$ cat config.mk
export PLATFORM = sky130hd
export DESIGN_NAME = id_stage
export DESIGN_NICKNAME = d
export VERILOG_FILES = /design/src/rtl/id_stage.sv
export SDC_FILE = /design/constraint.sdc
export NUM_CORES = 1
export LEC_CHECK = 0
export BUFFER_PORTS_ARGS = -buffer_cell sky130_fd_sc_hd__clkbuf_2
export CAP_MARGIN = 20
export CORE_MARGIN = 4
export CORE_UTILIZATION = 30
export CTS_CLUSTER_SIZE = 30
export DETAILED_ROUTE_END_ITERATION = 10
export GPL_TIMING_DRIVEN = 0
export PLACE_DENSITY = 0.51
export REMOVE_ABC_BUFFERS = 1
export SLEW_MARGIN = 20
export SYNTH_ARGS = -nofsm -noshare
export SYNTH_HDL_FRONTEND = slang
export SYNTH_SLANG_ARGS = --single-unit
$ cat constraint.sdc
create_clock -name clk -period 6.4 [get_ports clk]
set_input_delay 1.28 -clock clk [delete_from_list [all_inputs] [get_ports clk]]
set_output_delay 1.28 -clock clk [all_outputs]
set_load 0.005 [all_outputs]
$ cat src/rtl/id_stage.sv
// rtl/id_stage.sv - decode / register-read stage feeding execute
// Decodes one instruction per cycle, interlocks on pending destinations, owns the register file.
module id_stage #(
  parameter int DATA_W  = 32,
  parameter int PC_W    = 16,
  parameter int REG_NUM = 16
) (
  input  logic              clk,
  input  logic              rst,
  input  logic              inst_v_i,
  input  logic [31:0]       inst_i,
  input  logic [PC_W-1:0]   pc_i,
  output logic              stall_o,
  input  logic              stall_i,
  input  logic              branch_en_i,
  input  logic              wb_en_i,
  input  logic [3:0]        wb_addr_i,
  input  logic [DATA_W-1:0] wb_data_i,
  output logic [DATA_W-1:0] rd_value_o,
  output logic [DATA_W-1:0] rs_value_o,
  output logic [DATA_W-1:0] imm_value_o,
  output logic [3:0]        rd_addr_o,
  output logic [PC_W-1:0]   pc_value_o,
  output logic [6:0]        opcode_o,
  output logic              ctrl_inte_o,
  output logic              ctrl_logic_o,
  output logic              ctrl_shift_o,
  output logic              ctrl_ld_o,
  output logic              ctrl_st_o,
  output logic              ctrl_br_o,
  output logic              immf_o,
  output logic              rsv_o
);

  logic [6:0]  opcode;
  logic [3:0]  rd_a;
  logic [3:0]  rs_a;
  logic        immf;
  logic [15:0] imm16;
  logic [2:0]  cls;

  assign opcode = inst_i[31:25];
  assign rd_a   = inst_i[24:21];
  assign rs_a   = inst_i[20:17];
  assign immf   = inst_i[16];
  assign imm16  = inst_i[15:0];
  assign cls    = opcode[6:4];

  logic c_inte, c_logic, c_shift, c_ld, c_st, c_br, class_ok, rsv;
  assign c_inte   = (cls == 3'd0);
  assign c_logic  = (cls == 3'd1);
  assign c_shift  = (cls == 3'd2);
  assign c_ld     = (cls == 3'd3);
  assign c_st     = (cls == 3'd4);
  assign c_br     = (cls == 3'd5);
  assign class_ok = c_inte | c_logic | c_shift | c_ld | c_st | c_br;
  assign rsv      = c_inte | c_logic | c_shift | c_ld;

  logic [DATA_W-1:0] imm_ext;
  assign imm_ext = c_logic ? {{(DATA_W-16){1'b0}}, imm16}
                           : {{(DATA_W-16){imm16[15]}}, imm16};

  // Register file with write-to-read bypass so a same-cycle write-back is visible
  logic [DATA_W-1:0] rf_q [REG_NUM];
  logic [DATA_W-1:0] rd_val;
  logic [DATA_W-1:0] rs_val;
  logic              wb_hit_rd;
  logic              wb_hit_rs;

  assign wb_hit_rd = wb_en_i && (wb_addr_i == rd_a);
  assign wb_hit_rs = wb_en_i && (wb_addr_i == rs_a);
  assign rd_val    = wb_hit_rd ? wb_data_i : rf_q[rd_a];
  assign rs_val    = wb_hit_rs ? wb_data_i : rf_q[rs_a];

  always_ff @(posedge clk or negedge rst) begin
    if (!rst) begin
      for (int i = 0; i < REG_NUM; i++) rf_q[i] <= '0;
    end else if (wb_en_i) begin
      rf_q[wb_addr_i] <= wb_data_i;
    end
  end

  logic [REG_NUM-1:0] pending_q;
  logic [REG_NUM-1:0] pending_d;
  logic               rd_busy;
  logic               rs_busy;
  logic               hazard;
  logic               issue;

  // rd is always a source: execute reads it as operand 0 and as the branch condition
  assign rd_busy = pending_q[rd_a] & ~wb_hit_rd;
  assign rs_busy = pending_q[rs_a] & ~wb_hit_rs;
  assign hazard  = class_ok & (rd_busy | (~immf & rs_busy));
  assign issue   = inst_v_i & ~stall_i & ~hazard & ~branch_en_i & class_ok;
  assign stall_o = rst & inst_v_i & ~branch_en_i & (stall_i | hazard);

  always_comb begin
    pending_d = pending_q;
    if (wb_en_i) pending_d[wb_addr_i] = 1'b0;
    if (issue && rsv) pending_d[rd_a] = 1'b1;
  end

  always_ff @(posedge clk or negedge rst) begin
    if (!rst) pending_q <= '0;
    else      pending_q <= pending_d;
  end

  logic [DATA_W-1:0] rd_value_q, rs_value_q, imm_value_q;
  logic [3:0]        rd_addr_q;
  logic [PC_W-1:0]   pc_value_q;
  logic [6:0]        opcode_q;
  logic [5:0]        ctrl_q;
  logic              immf_q, rsv_q;

  // Execute never holds, so anything not issued becomes an all-zero bubble
  always_ff @(posedge clk or negedge rst) begin
    if (!rst) begin
      rd_value_q  <= '0;
      rs_value_q  <= '0;
      imm_value_q <= '0;
      rd_addr_q   <= '0;
      pc_value_q  <= '0;
      opcode_q    <= '0;
      ctrl_q      <= '0;
      immf_q      <= 1'b0;
      rsv_q       <= 1'b0;
    end else if (issue) begin
      rd_value_q  <= rd_val;
      rs_value_q  <= rs_val;
      imm_value_q <= imm_ext;
      rd_addr_q   <= rd_a;
      pc_value_q  <= pc_i;
      opcode_q    <= opcode;
      ctrl_q      <= {c_inte, c_logic, c_shift, c_ld, c_st, c_br};
      immf_q      <= immf;
      rsv_q       <= rsv;
    end else begin
      rd_value_q  <= '0;
      rs_value_q  <= '0;
      imm_value_q <= '0;
      rd_addr_q   <= '0;
      pc_value_q  <= '0;
      opcode_q    <= '0;
      ctrl_q      <= '0;
      immf_q      <= 1'b0;
      rsv_q       <= 1'b0;
    end
  end

  assign rd_value_o   = rd_value_q;
  assign rs_value_o   = rs_value_q;
  assign imm_value_o  = imm_value_q;
  assign rd_addr_o    = rd_addr_q;
  assign pc_value_o   = pc_value_q;
  assign opcode_o     = opcode_q;
  assign ctrl_inte_o  = ctrl_q[5];
  assign ctrl_logic_o = ctrl_q[4];
  assign ctrl_shift_o = ctrl_q[3];
  assign ctrl_ld_o    = ctrl_q[2];
  assign ctrl_st_o    = ctrl_q[1];
  assign ctrl_br_o    = ctrl_q[0];
  assign immf_o       = immf_q;
  assign rsv_o        = rsv_q;

endmodule

# After elaboration in Yosys (flattened, before gate mapping)
# Cells that the tools add are included.
dict set report op_classes {
  add_sub_neg 0
  n_mul 0
  div 0
  n_lt_le_gt_ge 9
  eq_ne 7
  n_shift 0
  mux 31
  bitwise_logic 30
  n_reduce_logical 7
}
# cell n
set op_table {}
lappend op_table {{512-bit bitwise mux} 1}
lappend op_table {{32-bit two-way mux} 11}
lappend op_table {{32-bit binary-select mux with 4-bit select} 2}
lappend op_table {{32-bit demux with 4-bit select} 1}
lappend op_table {{16-bit two-way mux} 3}
lappend op_table {{16-bit AND} 1}
lappend op_table {{16-bit NOT} 1}
lappend op_table {{16-bit bitwise OR} 1}
lappend op_table {{5-bit greater-or-equal comparator (second input constant)} 3}
lappend op_table {{4-bit by 5-bit less-than comparator with 1-bit output (second input constant)} 3}
lappend op_table {{4-bit NOT with 5-bit output} 3}
lappend op_table {{1-bit AND} 11}
lappend op_table {{1-bit binary-select mux with 4-bit select} 2}
lappend op_table {{1-bit demux with 4-bit select} 2}
lappend op_table {{4-bit == test} 2}
lappend op_table {{4-bit by 1-bit greater-or-equal comparator with 1-bit output (second input constant)} 2}
lappend op_table {{7-bit two-way mux} 1}
lappend op_table {{1-bit bitwise OR} 7}
lappend op_table {{3-bit by 2-bit == test with 1-bit output (second input constant)} 2}
lappend op_table {{3-bit == test (second input constant)} 2}
lappend op_table {{1-bit logical AND} 6}
lappend op_table {{1-bit two-way mux} 6}
lappend op_table {{6-bit two-way mux} 1}
lappend op_table {{1-bit NOT} 6}
lappend op_table {{other kinds (4)} 4}
dict set report word_totals {
  reg_bits 659
  latchBits 0
  ramBits 0
  mem_bits_ro 0
  out_inout_bits 132
  mem_count 0
}

# Logic depth before layout (Yosys ltp)
dict set report depth {
  word_depth 13
  ltp_mapped 8
  ltp_nobuf 5
}

# Least setup slack after synthesis
# Ideal clock, no wire load.
dict set report synth_timing {
  path_type {input port to output port}
  startpoint {input port inst_i[17]}
  endpoint {output port stall_o}
  t_arrival_ns 2.875
  path_slack_ns 2.245
  path_stages 7
  n_path_buf 2
  cell_sequence {buf_4 -> mux4_2 -> mux2_2 -> mux2i_1 -> o32ai_2 -> buf_2 -> a41o_1}
}
dict set report synth_between {
  elab_chain_cells 9
  word_cells_on_any_way 11
  classes_between {1 x eq/ne; 2 x mux; 7 x bitwise; 1 x reduce/logical}
}
# item line
set synth_rtl {}
lappend synth_rtl {{start, declared} 11} ;# input logic [31:0] inst_i,
lappend synth_rtl {{parallel branches: the longest is 3 deep, another holds 1-bit binary-select mux with 4-bit select} n/a}
lappend synth_rtl {{1-bit AND *} 92} ;# assign rs_busy = pending_q[rs_a] & ~wb_hit_rs;
lappend synth_rtl {{1-bit AND *} 93} ;# assign hazard = class_ok & (rd_busy | (~immf & rs_busy));
lappend synth_rtl {{1-bit bitwise OR *} 93}
lappend synth_rtl {{1-bit AND *} 93}
lappend synth_rtl {{1-bit bitwise OR *} 95} ;# assign stall_o = rst & inst_v_i & ~branch_en_i & (stall_i | hazard);
lappend synth_rtl {{1-bit AND *} 95}
lappend synth_rtl {{end, declared} 13} ;# output logic stall_o,
# Every way passes the cells marked *. The select of a mux whose other input is x is not followed.

# Worst setup path in the final report
# Ends and elaborated chain as after synthesis.

==> impl_metrics.json <==
{
  "clockBufferDepth": 3,
  "cp_common_cell": "buf_16",
  "worst_slack_ns": 0.9676,
  "overflow": 0,
  "rsz0062_at_grt": "no",
  "ir_worst_vdd_v": 0.0002294,
  "multi_input_area_um2": 15480,
  "die_h_um": 337.8,
  "nets": 2377,
  "worst-r2r-setup-slack_ns": 3.34,
  "finClkSkew_ns": 0.02926,
  "status": "complete, no violations",
  "holdCritPathClass": "reg -> reg",
  "dp_cells": 3611,
  "mostFrequentLayoutCell": "dfrtp_1",
  "final_core_util_pct": 36.20,
  "leakage_uw": 0.01645,
  "start_util_pct": 30.36,
  "hpwl_um": 62260,
  "cp.arrival_ns": 4.15,
  "fin_crit_ns": 5.432,
  "syn2layout_area_growth_pct": 19.23,
  "synth_seq_area_share_pct": 49.38,
  "start_kind": "primary input",
  "io_buffers": 221,
  "coreArea_um2": 107500,
  "drt-pass1-iter-count": 5,
  "clock_sinks": 644,
  "worstRegToRegCells": 8,
  "track_usage_pct": 16.91,
  "fin_cells": 3753,
  "antenna_found_initial": 2,
  "place_congestion": 0.7332,
  "syn_inst": 2130,
  "worstHoldEndpoint": "pending_q[12]$_DFF_PN0_",
  "fin_area_um2": 38910,
  "path_cells": "clkbuf_8, buf_16, buf_16, mux4_2, mux2_2, mux2i_1, o32ai_4, a41o_1, clkbuf_2",
  "relSlewSlack_pct": 23.63,
  "cts_setup_buffers": 0,
  "setup_violations": 0,
  "grt_pass1_vias": 21629,
  "ctsRootBufferMaster": "clkbuf_16",
  "synth_async_sr_flop_share_pct": 100.0,
  "yosys.cell_types.count": 37,
  "ys_warn_count": 0,
  "grt_max_degree": 94,
  "crit_start": "inst_i[17]",
  "ys.flop_type": "dfrtp_1",
  "syn_area_per_cell_um2": 15.32,
  "cts-resized-gates": 0,
  "max-cap-violations": 0,
  "endpoint_kind": "primary output",
  "vias": 19984,
  "cts_tree": "yes",
  "synth_area_um2": 32640,
  "r2r_end": "rs_value_o[17]$_DFF_PN0_",
  "r2r-start": "pending_q[14]$_DFF_PN0_",
  "worst_hold_slack_ns": 0.5168,
  "critPathSlowestCell": "mux4_2",
  "critPathKind": "in -> out",
  "floorplan.rows": 120,
  "viasPerCell": 5.325,
  "worstMarginPinSlew_ns": 1.143,
  "nFillCells": 10125,
  "drc_errors": 0,
  "drt_iter0_markers": 1097,
  "post_dp_cell_area_um2": 36270,
  "path_buf_inv": 4,
  "fmax_ghz": 0.1841,
  "maxSlewViolCount": 0,
  "synth_edf_count": 0,
  "slowest_delay_ns": 0.56,
  "min_period_over_period_pct": 84.88,
  "die_x_um": 337.8,
  "final-hold-violation-count": 0,
  "die_area_um2": 114100,
  "wl_per_cell_um": 25.69,
  "hold_depth": 2,
  "drtAntennaViolNets": 0,
  "place_ws_ns": 0.8860,
  "drt-total-wl_um": 96420,
  "ys_ff_latch": 644,
  "h-tree-depth": 3,
  "powerDensity_nw_per_um2": 320.7,
  "hold_start": "pending_q[12]$_DFF_PN0_",
  "path_clk_slew_ns": 0.06,
  "critical_path.top_delay_family": "buffers and inverters",
  "worstPathRequired_ns": 5.12,
  "io_pins": 222,
  "grt_first_pass_wirelength_um": 144900,
  "seq_area_um2": 16120,
  "drive_gt1_share_pct": 54.51,
  "critPathMaxFanout": 38,
  "clkLatencyLatePin_ns": 0.63,
  "hold_buffers": 0,
  "final_cell_mix": "dfrtp_1, mux2_2, mux4_2",
  "cts_made_buffers": 77
}
==> cells in the mapped netlist (all sizes together), types with 3 or more instances <==
library cell,instances,share of area [%]
buf,85,1.5
o41ai,4,0.20
nor2,12,0.14
inv,45,0.52
or3,3,0.058
o31ai,11,0.25
mux2i,67,2.1
mux4,296,20
nand3b,3,0.069
mux2,515,18
a211oi,64,1.5
nand2b,6,0.12
nand2,51,0.59
clkbuf,142,1.6
nor4,7,0.18
nor2b,34,0.65
xor2,6,0.16
o21ai,10,0.15
a211o,32,0.86
nor3,79,1.5
dfrtp,644,49
==> stage by stage <==
stage | power (uW) | TNS, ns
floorplan | 7087 | -716.84
global placement | 7893 | -
detailed placement | 8032 | 0
CTS | 12660 | 0
global route | 13100 | 0
finish | 12480 | 0
==> area by class of cell <==
class / instances / area share [%]
multi-input combinational: 1214 / 39.77
clock buffer: 121 / 6.054
clock inverter: 19 / 0.7234
sequential: 644 / 41.41
timing repair buffer: 305 / 7.077
tap: 1403 / 4.511
antenna: 2 / 0.01286
inverter: 45 / 0.4405
==> metal layers <==
metal / vias up / GRT usage (%) / share of wire [%]
li1: 8452 / - / -
met1: 10883 / 22.34 / 43
met2: 529 / 28.86 / 50
met3: 120 / 3.282 / 4.9
met4: 0 / 3.902 / 2.2
met5: - / 0 / 0
==> flip-flops by register name, indices dropped and copies added (netlist names) <==
signal / count
ctrl_q: 6
imm_value_o: 17
immf_o: 1
opcode_o: 7
pc_value_o: 16
pending_q: 16
rd_addr_o: 4
rd_value_o: 32
rf_q: 512
rs_value_o: 32
rsv_o: 1
==> worst min-delay path, stage by stage (launching register included) <==
cell and delay [ns]:
dfrtp_1 0.36, nand2_1 0.07, o41ai_2 0.05
==> worst max-delay path by stage <==
| stage | to | cells past startpoint | slack [ns] |
|---|---|---|---|
| 2_1_floorplan | stall_o | 4 | -6.67 |
| 3_3_place_gp | rs_value_o[21]$_DFF_PN0_ | 5 | -36.54 |
| 3_5_place_dp | stall_o | 9 | 0.89 |
| 4_1_cts | stall_o | 9 | 0.88 |
| 5_1_grt | stall_o | 9 | 0.71 |
| 6_report | stall_o | 9 | 0.97 |
==> cell families (layout without fill, tap and decap cells) <==
logic type,Yosys count,after routing,synth area share [%]
DFF,644,644,49.38
buffers and inverters,272,490,3.611
xor gates and xnor gates,8,8,0.2147
other,0,2,0
and+or+nand+nor,204,204,3.504
AOI/OAI and AO/OA,124,124,3.044
muxes,878,878,40.25
==> report_power, final <==
part	switching [uW]	total, uW	internal [uW]
clock network	1770	4540	2770
registers	557	5430	4870
logic	933	2520	1590
Power figures use the tool's default switching activity.
